### config.mk
export PLATFORM = sky130hd
export DESIGN_NAME = instr_encoder
export DESIGN_NICKNAME = d
export VERILOG_FILES = /design/src/rtl/instr_encoder.sv
export SDC_FILE = /design/constraint.sdc
export NUM_CORES = 1
export LEC_CHECK = 0
export ABC_AREA = 1
export BUFFER_PORTS_ARGS = -buffer_cell sky130_fd_sc_hd__clkbuf_2
export CAP_MARGIN = 5
export CELL_PAD_IN_SITES_DETAIL_PLACEMENT = 1
export CELL_PAD_IN_SITES_GLOBAL_PLACEMENT = 2
export CORE_MARGIN = 1.5
export CORE_UTILIZATION = 32
export CTS_CLUSTER_DIAMETER = 100
export CTS_CLUSTER_SIZE = 12
export DETAILED_ROUTE_END_ITERATION = 12
export GPL_ROUTABILITY_DRIVEN = 0
export PLACE_DENSITY_LB_ADDON = 0.1
export SLEW_MARGIN = 10
export SYNTH_ARGS = -nofsm -noshare
export SYNTH_HDL_FRONTEND = slang
export SYNTH_SLANG_ARGS = --single-unit
export TNS_END_PERCENT = 1
### constraint.sdc
create_clock -name clk_i -period 2.27 [get_ports clk_i]
set_input_delay 0 -clock clk_i [delete_from_list [all_inputs] [get_ports clk_i]]
set_output_delay 0 -clock clk_i [all_outputs]
set_load 0.005 [all_outputs]
### src/rtl/instr_encoder.sv
// instr_encoder: packs decoded RV32I fields (opcode, registers, funct, 12-bit
// immediate) into 32-bit instruction words. The words are streamed to
// instruction memory over valid/ready, together with a wrapping byte write
// address and a saturating word count.
// Build option: define INSTR_ENCODER_ROUNDTRIP_CHECK_EN to add roundtrip_err_o,
// which decodes each output word again and flags any immediate that does not
// come back unchanged.
module instr_encoder #(
    parameter int                ADDR_W      = 32,
    parameter logic [ADDR_W-1:0] BASE_ADDR   = '0,
    parameter int                DEPTH_WORDS = 256
) (
    input  logic              clk_i,
    input  logic              rst_i,
    input  logic              valid_i,
    output logic              ready_o,
    input  logic [6:0]        opcode_i,
    input  logic [4:0]        rd_i,
    input  logic [4:0]        rs1_i,
    input  logic [4:0]        rs2_i,
    input  logic [2:0]        funct3_i,
    input  logic [6:0]        funct7_i,
    input  logic [31:0]       imm_i,
    output logic              valid_o,
    input  logic              ready_i,
    output logic [31:0]       instr_o,
    output logic [ADDR_W-1:0] addr_o,
    output logic [15:0]       count_o,
    output logic              err_o,
    output logic [1:0]        err_code_o
`ifdef INSTR_ENCODER_ROUNDTRIP_CHECK_EN
    ,
    output logic              roundtrip_err_o
`endif
);

    localparam logic [6:0] OP_IALU   = 7'b0010011;
    localparam logic [6:0] OP_LOAD   = 7'b0000011;
    localparam logic [6:0] OP_STORE  = 7'b0100011;
    localparam logic [6:0] OP_BRANCH = 7'b1100011;
    localparam logic [6:0] OP_RTYPE  = 7'b0110011;

    // Address of the last memory word; the transfer of this word wraps to base.
    localparam logic [ADDR_W-1:0] LAST_ADDR = BASE_ADDR + ADDR_W'(4 * (DEPTH_WORDS - 1));

    typedef enum logic [1:0] {
        EMPTY  = 2'd0,
        LOADED = 2'd1,
        FULL   = 2'd2
    } state_t;

    state_t      state;
    state_t      next_state;
    logic [31:0] word;
    logic [31:0] skid_word;
    logic        supported;
    logic        is_r;
    logic        imm_bad;
    logic        ready_en;
    logic        accept;
    logic        emit;
    logic        xfer;
    logic        load_new;
    logic        load_from_skid;
    logic        load_skid;

    // Build the instruction word for the presented bundle and classify it.
    always_comb begin
        word      = '0;
        supported = 1'b1;
        is_r      = 1'b0;
        case (opcode_i)
            OP_IALU, OP_LOAD: word = {imm_i[11:0], rs1_i, funct3_i, rd_i, opcode_i};
            OP_STORE:         word = {imm_i[11:5], rs2_i, rs1_i, funct3_i, imm_i[4:0], opcode_i};
            OP_BRANCH:        word = {imm_i[11], imm_i[9:4], rs2_i, rs1_i, funct3_i,
                                      imm_i[3:0], imm_i[10], opcode_i};
            OP_RTYPE: begin
                word = {funct7_i, rs2_i, rs1_i, funct3_i, rd_i, opcode_i};
                is_r = 1'b1;
            end
            default:          supported = 1'b0;
        endcase
    end

    // A signed value fits 12 bits when bits 31..11 are all copies of the sign.
    assign imm_bad = !is_r && !((&imm_i[31:11]) || (~|imm_i[31:11]));

    assign valid_o = (state != EMPTY);
    assign ready_o = ready_en && (state != FULL);
    assign accept  = valid_i && ready_o;
    assign emit    = accept && supported;
    assign xfer    = valid_o && ready_i;

    // Hold ready low until the first clock edge after reset is released.
    always_ff @(posedge clk_i or negedge rst_i) begin
        if (!rst_i) ready_en <= 1'b0;
        else        ready_en <= 1'b1;
    end

    // FSM state register.
    always_ff @(posedge clk_i or negedge rst_i) begin
        if (!rst_i) state <= EMPTY;
        else        state <= next_state;
    end

    // Next state and load strobes for the output register and skid entry.
    always_comb begin
        next_state     = state;
        load_new       = 1'b0;
        load_from_skid = 1'b0;
        load_skid      = 1'b0;
        case (state)
            EMPTY: begin
                if (emit) begin
                    next_state = LOADED;
                    load_new   = 1'b1;
                end
            end
            LOADED: begin
                if (xfer && emit) begin
                    load_new = 1'b1;
                end else if (xfer) begin
                    next_state = EMPTY;
                end else if (emit) begin
                    next_state = FULL;
                    load_skid  = 1'b1;
                end
            end
            FULL: begin
                if (xfer) begin
                    next_state     = LOADED;
                    load_from_skid = 1'b1;
                end
            end
            default: next_state = EMPTY;
        endcase
    end

    // Output register and skid entry data.
    always_ff @(posedge clk_i or negedge rst_i) begin
        if (!rst_i) begin
            instr_o   <= '0;
            skid_word <= '0;
        end else begin
            if (load_new)            instr_o <= word;
            else if (load_from_skid) instr_o <= skid_word;
            if (load_skid)           skid_word <= word;
        end
    end

    // Write address and word count advance on every downstream transfer.
    always_ff @(posedge clk_i or negedge rst_i) begin
        if (!rst_i) begin
            addr_o  <= BASE_ADDR;
            count_o <= '0;
        end else if (xfer) begin
            addr_o <= (addr_o == LAST_ADDR) ? BASE_ADDR : addr_o + ADDR_W'(4);
            if (count_o != 16'hFFFF) count_o <= count_o + 16'd1;
        end
    end

    // Sticky error flag; the code keeps the first cause, opcode beats range.
    always_ff @(posedge clk_i or negedge rst_i) begin
        if (!rst_i) begin
            err_o      <= 1'b0;
            err_code_o <= 2'b00;
        end else if (accept && (!supported || imm_bad)) begin
            err_o <= 1'b1;
            if (!err_o) err_code_o <= !supported ? 2'b10 : 2'b01;
        end
    end

`ifdef INSTR_ENCODER_ROUNDTRIP_CHECK_EN
    logic [11:0] out_imm;
    logic [11:0] skid_imm;
    logic [11:0] rec_imm;
    logic        fresh;
    logic        check_en;

    // Track the requested immediate alongside each word and mark fresh loads.
    always_ff @(posedge clk_i or negedge rst_i) begin
        if (!rst_i) begin
            out_imm  <= '0;
            skid_imm <= '0;
            fresh    <= 1'b0;
        end else begin
            if (load_new)            out_imm <= imm_i[11:0];
            else if (load_from_skid) out_imm <= skid_imm;
            if (load_skid)           skid_imm <= imm_i[11:0];
            fresh <= load_new || load_from_skid;
        end
    end

    // Recover the immediate exactly as the core's decoder extracts it.
    always_comb begin
        rec_imm  = '0;
        check_en = 1'b1;
        case (instr_o[6:0])
            OP_IALU, OP_LOAD: rec_imm = instr_o[31:20];
            OP_STORE:         rec_imm = {instr_o[31:25], instr_o[11:7]};
            OP_BRANCH:        rec_imm = {instr_o[31], instr_o[7], instr_o[30:25], instr_o[11:8]};
            default:          check_en = 1'b0;
        endcase
    end

    // Compare sign-extended immediates in the cycle the word first appears.
    always_ff @(posedge clk_i or negedge rst_i) begin
        if (!rst_i) begin
            roundtrip_err_o <= 1'b0;
        end else if (fresh && check_en &&
                     ({{20{rec_imm[11]}}, rec_imm} != {{20{out_imm[11]}}, out_imm})) begin
            roundtrip_err_o <= 1'b1;
        end
    end
`endif

endmodule

==> flow_metrics.py <==
metrics = {
    "outcome": {
        "outcome": "finished, violations left",
        "violations": "negative hold slack",
    },
    "detailed_routing": {
        "wl_um": 20800,
        "vias_per_cell": 4.70,
        "drc": 0,
        "routedWlPerCell_um": 15.4,
        "first_pass_iters": 4,
        "final_antenna_net_count": 0,
        "drtIter0Drc": 297,
        "vias": 6325,
    },
    "floorplanning": {
        "die_width_um": 146,
        "ios": 153,
        "initial_core_util_pct": 33.0,
        "core_area_sq_um": 19700,
        "dieHeight_um": 146,
        "die_area_sq_um": 21200,
        "placementRows": 51,
    },
    "synth": {
        "yosysMostFrequentCell": "nand2_1",
        "yosysTopAreaCell": "dfrtp_1",
        "yosys-mux-area-fraction_pct": 0,
        "synth-compound-area-share_pct": 3.04,
        "synthAdderAreaFrac_pct": 0.577,
        "synth_area_leaders": "dfrtp_1 (45%), nand2_1 (20%), nand3_1 (7.9%)",
        "synthFlopType": "dfrtp_1",
        "async_reset_ff_share_pct": 100,
        "synth_area_sq_um": 6500,
        "synth_seq_cells": 116,
        "yosysSeqAreaShare_pct": 44.6,
        "syn_avg_cell_area_sq_um": 7.40,
        "synth_common_cells": "nand2_1 (342), dfrtp_1 (116), nand3_1 (102)",
        "synth_top_area_share_pct": 44.6,
        "synth_simple_gate_area_share_pct": 40.0,
        "postSynthCellCount": 879,
        "synth_xor_xnor_area_share_pct": 3.64,
        "yosysWarnings": 0,
        "synth_top_family_by_area": "simple AND/OR/NAND/NOR gates",
        "synth_edf_count": 0,
        "ys_types": 42,
    },
    "power_and_ir_drop": {
        "ir_drop_mv": 0.576,
        "powerDensity_nw_per_um2": 675,
        "p_leak_nw": 4.56,
    },
    "cts": {
        "clock_sinks": 116,
        "clock_latency_ps": 420,
        "numCtsBuffers": 17,
        "clk_pin_slew_ps": 60,
        "cts_tree": "yes",
        "cts_buffer_depth": 2,
        "htree_num_levels": 4,
        "root_buffer": "clkbuf_16",
    },
    "grt": {
        "grt_pass1_wl_um": 34600,
        "grt_overflow_total": 0,
        "grt_pass1_vias": 6599,
        "antenna_found_initial": 0,
        "grt_max_degree": 59,
        "gr-usage-all-layers_pct": 20.5,
    },
    "timing": {
        "fin_worst_skew_ps": 8.80,
        "max_clock_freq_mhz": 579,
        "slew_violations": 0,
        "whs_ps": -5.45,
        "fin_crit_sh_pct": 76.1,
        "fin_crit_ps": 1730,
        "rsz0062_at_grt": "no",
        "final_hold_viol_count": 1,
        "setup_violations": 0,
        "fin_setup_tns_ps": 0,
    },
    "setup_path": {
        "cp-end-kind": "register",
        "critical_path_class": "register to register",
        "cp_cell_sequence": "ha_1 > nand3_1 > inv_1 > nand4_1 > nand2_2 > nor2_1 > nand2_1 > nand2_1 > nand2_1",
        "cp.required_ps": 2580,
        "path_delay_family": "simple AND/OR/NAND/NOR gates",
        "worst-path-buf-inv": 1,
        "cp_max_fo": 18,
        "cpMaxStageDelayCell": "dfrtp_1",
        "crit_cells": 9,
        "path_common_cell": "nand2_1",
        "max_stage_delay_ps": 420,
        "start_kind": "register",
        "reg2reg_depth": 9,
        "critPathArrivalTime_ps": 2040,
    },
    "final_layout": {
        "design_area_sq_um": 8460,
        "fin_nets": 1140,
        "final.fill_count": 2497,
        "drive_above_1_share_pct": 21.4,
        "antenna_cells": 0,
        "area_growth_syn_to_layout_pct": 30.1,
    },
    "hold_path": {
        "min_path_type": "primary input to register",
        "hold_depth": 5,
    },
    "placed_design": {
        "dp_hpwl_um": 15200,
        "placed_cell_area_sq_um": 7510,
        "port_buffers": 150,
    },
    "flow_run": {
        "maxCapViolCount": 0,
    },
}
-- worst min-delay path: stages --
cell and delay, ps:
clkbuf_2 80, nand2_1 50, nand3_1 130, nand2_1 70, nand2_1 50
-- area by class of cell --
cell class	instances	area, sq um	area share (%)
timing repair buffer	195	1200	14.2
tap	265	332	3.92
clock buffer	19	453	5.35
inverter	84	325	3.84
multi-input combinational	655	3080	36.4
sequential	116	2900	34.3
clock inverter	13	169	2.00
-- path summary, 6_finish.rpt --
kind / startpoint / slack, ps / to
min reg2reg: skid_word[0] / 450 / skid_word[0]
min: funct7_i[5] / -5 / skid_word[30]
max reg2reg: count_o[0] / 540 / count_o[8]
max in group asynchronous: rst_i / 1440 / skid_word[1]
min in group asynchronous: rst_i / 50 / count_o[11]
max: count_o[0] / 540 / count_o[8]
-- report_power, final --
group / internal (W) / leakage (nW) / switching [W] / total (W)
combinational: 0.000255 / 2.72 / 0.000280 / 0.000535
clock: 0.00180 / 0.305 / 0.00105 / 0.00284
sequential: 0.00218 / 1.54 / 0.000151 / 0.00233
-- timing repair --
action,4_1_cts,5_1_grt
hold endpoints to repair,132,0
resized for setup,0,0
hold buffers,33,0
setup buffers,0,0
-- per-stage QoR --
stage	utilization (%)	setup slack (ps)	cells	total power, W
detailed placement	38.1	521	1282	0.00288
global placement	38.1	529	1282	0.00288
floorplan	-	838	880	0.00255
finish	42.9	542	1347	0.00571
global route	42.9	348	1347	0.00598
CTS	42.9	504	1347	0.00580
-- cell usage in the layout (no fill, tap or decap), drive strengths merged, types with 6 or more instances in the layout --
master / count
xor2: 21
xnor2: 6
nor3: 22
nand4: 18
o21ai: 26
nand2: 350
dfrtp: 116
nor2: 84
nand3: 103
dlygate4sd3: 33
inv: 88
clkbuf: 168
buf: 13
-- layer usage --
layer / vias up / GRT usage [%] / wire length, um
li1: 3166 / - / -
met1: 3050 / 26.2 / 9430
met2: 98 / 35.9 / 10600
met3: 11 / 3.76 / 590
met4: 0 / 4.80 / 144
met5: - / 0 / 0
-- sequential cells by signal, indices dropped and copies added, names as in the netlist --
register,count
skid_word,32
state,2
ready_en,1
err_o,1
instr_o,32
err_code_o,2
count_o,16
addr_o,30
-- kinds of logic (layout without fill, tap and decap cells) --
| logic type | after synthesis | after routing |
|---|---|---|
| compound gates | 34 | 34 |
| other cells | 2 | 3 |
| buf+inv | 109 | 311 |
| fa+ha+maj | 3 | 3 |
| xor+xnor | 27 | 27 |
| flops | 116 | 116 |
| simple gates | 588 | 588 |
Power figures use the tool's default switching activity.
